--- config.mk ---
export PLATFORM = sky130hd
export DESIGN_NAME = task_sequencer
export DESIGN_NICKNAME = d
export VERILOG_FILES = /design/src/rtl/rc4_pkg.sv /design/src/rtl/s_mem_port_mux.sv /design/src/rtl/task_sequencer.sv
export SDC_FILE = /design/constraint.sdc
export NUM_CORES = 1
export LEC_CHECK = 0
export BUFFER_PORTS_ARGS = -buffer_cell sky130_fd_sc_hd__buf_2
export CORE_ASPECT_RATIO = 2
export CORE_UTILIZATION = 47
export DETAILED_ROUTE_END_ITERATION = 6
export HOLD_SLACK_MARGIN = 0.05
export PLACE_DENSITY = 0.8
export SYNTH_ARGS = -nofsm -noshare
export SYNTH_HDL_FRONTEND = slang
export SYNTH_HIERARCHICAL = 1
export SYNTH_SLANG_ARGS = --single-unit
--- constraint.sdc ---
create_clock -name clk -period 2.6 [get_ports clk]
set_clock_uncertainty 0.15 [all_clocks]
set_input_delay 0.52 -clock clk [delete_from_list [all_inputs] [get_ports clk]]
set_output_delay 0.52 -clock clk [all_outputs]
set_load 0.01 [all_outputs]
--- src/rtl/rc4_pkg.sv ---
// Shared types and widths for the RC4 task sequencer slice.
//   seq_state_t : sequencer FSM states
//   owner_t     : which task currently owns the S-memory port
//   S_ADDR_W / S_DATA_W : S-memory address and data widths
package rc4_pkg;

    localparam int S_ADDR_W = 8;
    localparam int S_DATA_W = 8;

    typedef enum logic [3:0] {
        S_IDLE,
        S_ST_T1,
        S_WT_T1,
        S_ST_T2A,
        S_WT_T2A,
        S_ST_T2B,
        S_WT_T2B,
        S_DONE,
        S_ERR
    } seq_state_t;

    typedef enum logic [1:0] {
        OWN_NONE = 2'd0,
        OWN_T1   = 2'd1,
        OWN_T2A  = 2'd2,
        OWN_T2B  = 2'd3
    } owner_t;

endpackage

--- src/rtl/s_mem_port_mux.sv ---
// Owner-indexed S-memory port mux (purely combinational).
//   owner_i                 : current owner (NONE/T1/T2A/T2B)
//   wr_en_*/addr_*/data_*_i : per-task write requests
//   s_wr_en_o/s_addr_o/s_data_o : muxed S-memory port, all zero when no owner
module s_mem_port_mux
    import rc4_pkg::*;
(
    input  logic [1:0]          owner_i,
    input  logic                wr_en_t1_i,
    input  logic [S_ADDR_W-1:0] addr_t1_i,
    input  logic [S_DATA_W-1:0] data_t1_i,
    input  logic                wr_en_t2a_i,
    input  logic [S_ADDR_W-1:0] addr_t2a_i,
    input  logic [S_DATA_W-1:0] data_t2a_i,
    input  logic                wr_en_t2b_i,
    input  logic [S_ADDR_W-1:0] addr_t2b_i,
    input  logic [S_DATA_W-1:0] data_t2b_i,
    output logic                s_wr_en_o,
    output logic [S_ADDR_W-1:0] s_addr_o,
    output logic [S_DATA_W-1:0] s_data_o
);

    always_comb begin
        s_wr_en_o = 1'b0;
        s_addr_o  = '0;
        s_data_o  = '0;
        case (owner_t'(owner_i))
            OWN_T1: begin
                s_wr_en_o = wr_en_t1_i;
                s_addr_o  = addr_t1_i;
                s_data_o  = data_t1_i;
            end
            OWN_T2A: begin
                s_wr_en_o = wr_en_t2a_i;
                s_addr_o  = addr_t2a_i;
                s_data_o  = data_t2a_i;
            end
            OWN_T2B: begin
                s_wr_en_o = wr_en_t2b_i;
                s_addr_o  = addr_t2b_i;
                s_data_o  = data_t2b_i;
            end
            default: ;
        endcase
    end

endmodule

--- src/rtl/task_sequencer.sv ---
// RC4 task sequencer: runs S-init (T1), key schedule (T2A) and decrypt (T2B)
// in order, hands the S-memory port to the active task and aborts to ERR if a
// task does not finish within TIMEOUT_CYCLES wait cycles.
//   clk, rst              : clock, synchronous active-high reset
//   go                    : start a full run (only honoured when not busy)
//   start_t1/t2a/t2b      : one-cycle task start pulses
//   fin_t1/t2a/t2b        : one-cycle task finish strobes
//   wr_en_*/addr_*/data_* : per-task S-memory requests
//   s_wr_en/s_addr/s_data : muxed S-memory port
//   busy, done_strobe, err, owner : status
module task_sequencer
    import rc4_pkg::*;
#(
    parameter int unsigned TIMEOUT_CYCLES = 4096
) (
    input  logic                clk,
    input  logic                rst,
    input  logic                go,
    output logic                start_t1,
    output logic                start_t2a,
    output logic                start_t2b,
    input  logic                fin_t1,
    input  logic                fin_t2a,
    input  logic                fin_t2b,
    input  logic                wr_en_t1,
    input  logic [S_ADDR_W-1:0] addr_t1,
    input  logic [S_DATA_W-1:0] data_t1,
    input  logic                wr_en_t2a,
    input  logic [S_ADDR_W-1:0] addr_t2a,
    input  logic [S_DATA_W-1:0] data_t2a,
    input  logic                wr_en_t2b,
    input  logic [S_ADDR_W-1:0] addr_t2b,
    input  logic [S_DATA_W-1:0] data_t2b,
    output logic                s_wr_en,
    output logic [S_ADDR_W-1:0] s_addr,
    output logic [S_DATA_W-1:0] s_data,
    output logic                busy,
    output logic                done_strobe,
    output logic                err,
    output logic [1:0]          owner
);

    localparam int CNT_W = $clog2(TIMEOUT_CYCLES + 1);
    // Count value seen in the last permitted wait cycle.
    localparam logic [CNT_W-1:0] CNT_LAST = CNT_W'(TIMEOUT_CYCLES - 1);

    seq_state_t       state_q;
    owner_t           owner_q;
    logic [CNT_W-1:0] cnt_q;
    logic             start_t1_q, start_t2a_q, start_t2b_q;
    logic             busy_q, done_q, err_q;

    // Outputs are registered alongside the state so they line up exactly
    // with the state they describe.
    always_ff @(posedge clk) begin
        if (rst) begin
            state_q     <= S_IDLE;
            owner_q     <= OWN_NONE;
            cnt_q       <= '0;
            start_t1_q  <= 1'b0;
            start_t2a_q <= 1'b0;
            start_t2b_q <= 1'b0;
            busy_q      <= 1'b0;
            done_q      <= 1'b0;
            err_q       <= 1'b0;
        end else begin
            start_t1_q  <= 1'b0;
            start_t2a_q <= 1'b0;
            start_t2b_q <= 1'b0;
            done_q      <= 1'b0;
            case (state_q)
                S_IDLE, S_DONE, S_ERR: begin
                    if (go) begin
                        state_q    <= S_ST_T1;
                        owner_q    <= OWN_T1;
                        start_t1_q <= 1'b1;
                        busy_q     <= 1'b1;
                        err_q      <= 1'b0;
                        cnt_q      <= '0;
                    end else if (state_q == S_DONE) begin
                        state_q <= S_IDLE;
                    end
                end
                S_ST_T1: begin
                    state_q <= S_WT_T1;
                    cnt_q   <= '0;
                end
                S_WT_T1: begin
                    if (fin_t1) begin
                        state_q     <= S_ST_T2A;
                        owner_q     <= OWN_T2A;
                        start_t2a_q <= 1'b1;
                        cnt_q       <= '0;
                    end else if (cnt_q == CNT_LAST) begin
                        state_q <= S_ERR;
                        owner_q <= OWN_NONE;
                        busy_q  <= 1'b0;
                        err_q   <= 1'b1;
                    end else begin
                        cnt_q <= cnt_q + CNT_W'(1);
                    end
                end
                S_ST_T2A: begin
                    state_q <= S_WT_T2A;
                    cnt_q   <= '0;
                end
                S_WT_T2A: begin
                    if (fin_t2a) begin
                        state_q     <= S_ST_T2B;
                        owner_q     <= OWN_T2B;
                        start_t2b_q <= 1'b1;
                        cnt_q       <= '0;
                    end else if (cnt_q == CNT_LAST) begin
                        state_q <= S_ERR;
                        owner_q <= OWN_NONE;
                        busy_q  <= 1'b0;
                        err_q   <= 1'b1;
                    end else begin
                        cnt_q <= cnt_q + CNT_W'(1);
                    end
                end
                S_ST_T2B: begin
                    state_q <= S_WT_T2B;
                    cnt_q   <= '0;
                end
                S_WT_T2B: begin
                    if (fin_t2b) begin
                        state_q <= S_DONE;
                        owner_q <= OWN_NONE;
                        busy_q  <= 1'b0;
                        done_q  <= 1'b1;
                        cnt_q   <= '0;
                    end else if (cnt_q == CNT_LAST) begin
                        state_q <= S_ERR;
                        owner_q <= OWN_NONE;
                        busy_q  <= 1'b0;
                        err_q   <= 1'b1;
                    end else begin
                        cnt_q <= cnt_q + CNT_W'(1);
                    end
                end
                default: begin
                    state_q <= S_IDLE;
                    owner_q <= OWN_NONE;
                    busy_q  <= 1'b0;
                    cnt_q   <= '0;
                end
            endcase
        end
    end

    assign start_t1    = start_t1_q;
    assign start_t2a   = start_t2a_q;
    assign start_t2b   = start_t2b_q;
    assign busy        = busy_q;
    assign done_strobe = done_q;
    assign err         = err_q;
    assign owner       = owner_q;

    s_mem_port_mux u_mux (
        .owner_i     (owner_q),
        .wr_en_t1_i  (wr_en_t1),
        .addr_t1_i   (addr_t1),
        .data_t1_i   (data_t1),
        .wr_en_t2a_i (wr_en_t2a),
        .addr_t2a_i  (addr_t2a),
        .data_t2a_i  (data_t2a),
        .wr_en_t2b_i (wr_en_t2b),
        .addr_t2b_i  (addr_t2b),
        .data_t2b_i  (data_t2b),
        .s_wr_en_o   (s_wr_en),
        .s_addr_o    (s_addr),
        .s_data_o    (s_data)
    );

endmodule

# After elaboration in Yosys (flattened, before gate mapping)
# Cells that the tools add are included.
# classes
n_addsub,1
multipliers,0
div,0
n_lt_le_gt_ge,0
n_eq_ne,17
shift,0
mux,38
bitwise_logic,5
n_reduce_logical,11
# ops
operator,n
$mux W13,5
$pmux W13 S4,1
$pmux W8 S3,2
$pmux W4 S7,1
$mux W4,6
$eq A4 B3 Y1 const B,4
$mux W1,14
$add A13 B1 Y13 const B,1
$eq A13 B12 Y1 const B,1
$mux W2,5
$pmux W2 S5,1
$eq A4 B2 Y1 const B,2
$ne A2 B2 Y1 const B,4
$reduce_or A2 Y1,4
$reduce_or A3 Y1,2
$not A1 Y1,5
$pmux W1 S5,1
$reduce_and A5 Y1,1
$eq A2 B2 Y1 const B,2
$eq A4 B1 Y1 const B,1
$eq A4 B4 Y1 const B,1
$logic_not A4 Y1,1
$pmux W1 S4,1
$reduce_and A4 Y1,1
other kinds (5),5
# word_totals
register_bits,25
latch_bits,0
ramBits,0
rom_bits,0
input_bits,57
out_inout_bits,25
word_cells,81
n_memories,0

# Logic depth before layout (Yosys ltp)
# depth
ltp_word,4
depth_mapped,7
mapped_depth_nobuf,5

# Cells and area by module
# The synthesis kept the hierarchy.
# by_module_without_submodules
module,n_inst,cells_per_inst,area_per_inst_um2
task_sequencer,1,156,1347.5
s_mem_port_mux,1,41,454.2

# Worst setup path before layout
# No wires, ideal clock.
# synth_path
path_type,reg2reg
from,reg state_q[1]
to,reg cnt_q[7]
setup_time_ns,0.074
arrival_ns,1.722
required_time_ns,2.376
path_slack_ns,0.654
path_stages_with_launch,6
period_less_slack_ns,1.946
path_cell_list,dfxtp_1 buf_6 or4b_4 o22ai_4 or4b_1 a31oi_1
# synth_via
elab_chain_cells,3
elab_cells_between_ends,9
# synth_rtl
item,line_no,text
"start, declared",task_sequencer.sv:47,seq_state_t state_q;
"start signal, assigned",task_sequencer.sv:57,state_q <= S_IDLE;
"start signal, assigned",task_sequencer.sv:74,state_q <= S_ST_T1;
"start signal, assigned",task_sequencer.sv:81,state_q <= S_IDLE;
"$eq A4 B3 Y1, or another cell as far along",task_sequencer.sv:71,case (state_q)
$reduce_or A3 Y1,task_sequencer.sv:71,
$pmux W13 S4 / $ne A2 B2 Y1 (equally long branches),n/a,
"end signal, assigned",task_sequencer.sv:100,cnt_q <= cnt_q + CNT_W'(1);
"end signal, assigned",task_sequencer.sv:119,cnt_q <= cnt_q + CNT_W'(1);
"end signal, assigned",task_sequencer.sv:139,cnt_q <= cnt_q + CNT_W'(1);
"end, declared",task_sequencer.sv:49,logic [CNT_W-1:0] cnt_q;
# Parallel ways exist; a longest one is shown, timed or not.
# A chain may end at the register's enable or synchronous reset.

# Final worst setup path
# layout_path
from,reg state_q[2]
to,reg cnt_q[7]
# Same word-level chain as after synthesis.

==> results.md <==
- First-pass GRT wire length: 7.458 mm
- Antenna violations before repair: 0
- Clk Latency, worst-skew pair: 0.28 ns
- Io pins: 82
- Total number of vias: 1960
- Fmax: 442.7 MHz
- Cts-stage hold buffer count: 0
- Reg2Reg Depth: 4
- Top cells by area, synth: dfxtp_1 (28%), mux2_4 (8.3%), a22o_1 (8.3%)
- GRT Util Overall: 0.2476
- Outcome: complete, no violations
- Fin crit period: 2.259 ns
- GP Congestion: 0.8473
- CP Capture Type: flip-flop
- Slowest stage delay, CP: 0.59 ns
- # resized after CTS: 0
- Worst reg2reg setup slack: 0.34 ns
- CP Class: flip-flop to flip-flop
- WHS Path Cells: 2
- Reg area: 500.5 µm²
- Drt first pass iters: 4
- Critical Path Start Type: flip-flop
- RSZ-0062 raised after global routing: false
- Footprint of the multi-input gates: 0.001189 mm²
- Clock tree buffer depth: 2
- Final Hold Viols: 0
- Initial core utilization: 0.4942
- Rows: 31
- # H-tree levels: 1
- Via density: 6.068
- CTS Sinks: 25
- Critical R2R Capture: cnt_q[7]$_SDFFE_PP0P_
- Synth warn: 6
- Tightest Pin Transition: 0.5616 ns
- VDD IR max: 0.0003497 V
- CTS tree: built
- Largest net degree at the start of global routing: 21
- Mean Syn Cell Area: 9.146 µm²
- Top sig layer: met4
- Largest area contributor in the netlist: dfxtp_1
- Hold EP: busy$_SDFFE_PP0P_
- Post-DP HPWL: 3.928 mm
- Final Util: 0.6215
- Layout area overhead: 25.76%
- Total Die Area: 0.004100 mm²
- TNS Setup: 0 ns
- WL met3: 353 µm
- Num CTS Buffers: 3
- Final worst path period share: 0.8688
- Net count, final: 333
- Leakage: 0.9819 nW
- Hold_sp: busy$_SDFFE_PP0P_
- Syn Inst Count: 197
- Vias in the first global route: 1757
- Initial DRC count: 57
- Detailed Route WL: 5.044 mm
- Tot Pwr: 0.9763 mW
- Worst path required time: 2.66 ns
- EDFF count, synth: 0
- Synth top cells by count: dfxtp_1 (25), a22o_1 (17), a21oi_1 (14)
- Max-cap viol count: 0
- Setup violators final: 0
- Post-route DRC: 0
- Hold WS: 0.3179 ns
- Most common cell in the netlist: dfxtp_1
- Reg clk slew, reported paths: 0.09 ns
- Metal2 WL: 2.818 mm
- Global route overflow: 0
- Critical R2R Launch: state_q[2]$_SDFFE_PP0P_
- Critical Path, Cell by Cell: or4b_4 > o22ai_4 > or4b_1 > a31oi_1
- Netlist cell types: 51
- Area of the core: 0.003646 mm²
- Slew headroom: 0.6240
- Die Ht: 89.56 µm
- Met1 Wirelength: 1.685 mm
- Crit-path slowest cell: dfxtp_1
- PD cells: 430.9 mW/mm²
- Syn Std Cell Area: 0.001802 mm²
- Layout cells sized above 1: 0.4343
- I/O Buffers: 81
- Arr. time, crit path: 2.32 ns
- Clock root cell: clkbuf_8
- Synth Flop Type: dfxtp_1
- Postcts setup bufs: 0
- #FFs+latches synth: 25
- Seq/Total Area, Yosys: 0.2778
- Final ANT Viol Nets: 0
- Synth top area share: 0.2778
- Crit path max fanout: 15
- Share of flip-flops with an asynchronous set or reset: 0
- Die Wd: 45.78 µm
- N_diodes: 0
- Net Count, Synth: 255
- Fill count: 359
- WL/cell: 15.62 µm
- Worst min-delay path class: flip-flop to flip-flop
- Final slew viol count: 0
## cell usage in the layout, fill, tap and decap left out, drive strengths merged, types with 2 or more instances in the layout
cell     n
a211oi   4
nor2b    4
a31oi    3
buf     89
or3      3
nor3     3
nor2     9
nand4    3
o21ai    7
dfxtp   25
a22o    17
nor4     3
nand3b   2
a21oi   14
and3     2
and4     2
o22ai    2
nand3    7
nand4b   2
o21bai   2
o211ai   4
or4b     2
a311oi   3
nand2    8
or4      6
mux2i    2
mux2    18
o31ai    7
clkbuf   3
nor3b    2
or3b     2
## cell type report
cell class	instances	area share
clock buffers	3	0.01822
repair buffers	89	0.2054
well taps	49	0.02706
flip-flops and latches	25	0.2209
clock inverters	1	0.002209
inverters	1	0.001657
multi-input cells	155	0.5246
## kinds of logic (layout without fill, tap and decap cells)
group | count (synthesis) | in the layout | synth area share
buf+inv | 17 | 94 | 0.06250
flops | 25 | 25 | 0.2778
fa+ha+maj | 1 | 1 | 0.006943
compound gates | 69 | 69 | 0.2833
mux | 20 | 20 | 0.1444
simple gates | 65 | 65 | 0.2250
## worst max-delay path, delay by kind of cell (launching register included)
family,cells,cell delay [ns]
flip-flops,1,0.59
AND/OR/NAND/NOR,2,1.01
AO/OA/AOI/OAI,2,0.44
## metrics by stage
| stage | worst slack (ns) | std cells | instance area, µm² |
|---|---|---|---|
| finish | 0.3410 | 323 | 2266 |
| global route | 0.2768 | 323 | 2266 |
| CTS | 0.3706 | 323 | 2266 |
| detailed placement | 0.3909 | 319 | 2220 |
| global placement | 0.4244 | 319 | 2220 |
| floorplan | 0.6538 | 197 | 1802 |
## registers in the layout (all words and copies together), names as in the netlist
name / cells
busy: 1
cnt_q: 13
done_strobe: 1
err: 1
owner: 2
start_t1: 1
start_t2a: 1
start_t2b: 1
state_q: 4
## layer usage
| layer | vias up | global-route usage |
|---|---|---|
| li1 | 933 | - |
| met1 | 914 | 0.2131 |
| met2 | 95 | 0.4987 |
| met3 | 18 | 0.02424 |
| met4 | 0 | 0.1471 |
| met5 | - | 0 |
## worst max-delay path by stage
stage                              to  depth (start not counted)  slack [ns]                    start
2_1_floorplan   cnt_q[7]$_SDFFE_PP0P_                          5        0.65  state_q[1]$_SDFFE_PP0P_
6_report        cnt_q[7]$_SDFFE_PP0P_                          4        0.34  state_q[2]$_SDFFE_PP0P_
3_5_place_dp    cnt_q[7]$_SDFFE_PP0P_                          4        0.39  state_q[2]$_SDFFE_PP0P_
4_1_cts                     s_addr[4]                          4        0.37    owner[1]$_SDFFE_PP0P_
3_3_place_gp    cnt_q[7]$_SDFFE_PP0P_                          4        0.42  state_q[2]$_SDFFE_PP0P_
5_1_grt        cnt_q[10]$_SDFFE_PP0P_                          4        0.28  state_q[0]$_SDFFE_PP0P_
## report_power, final
part	switching, mW	leakage (nW)	internal, mW	total, mW
clock network	0.134	0.0255	0.108	0.242
logic	0.155	0.754	0.164	0.319
registers	0.0197	0.203	0.396	0.416
total	0.308	0.982	0.668	0.976
Note: power is estimated with default switching activity, not from simulation.
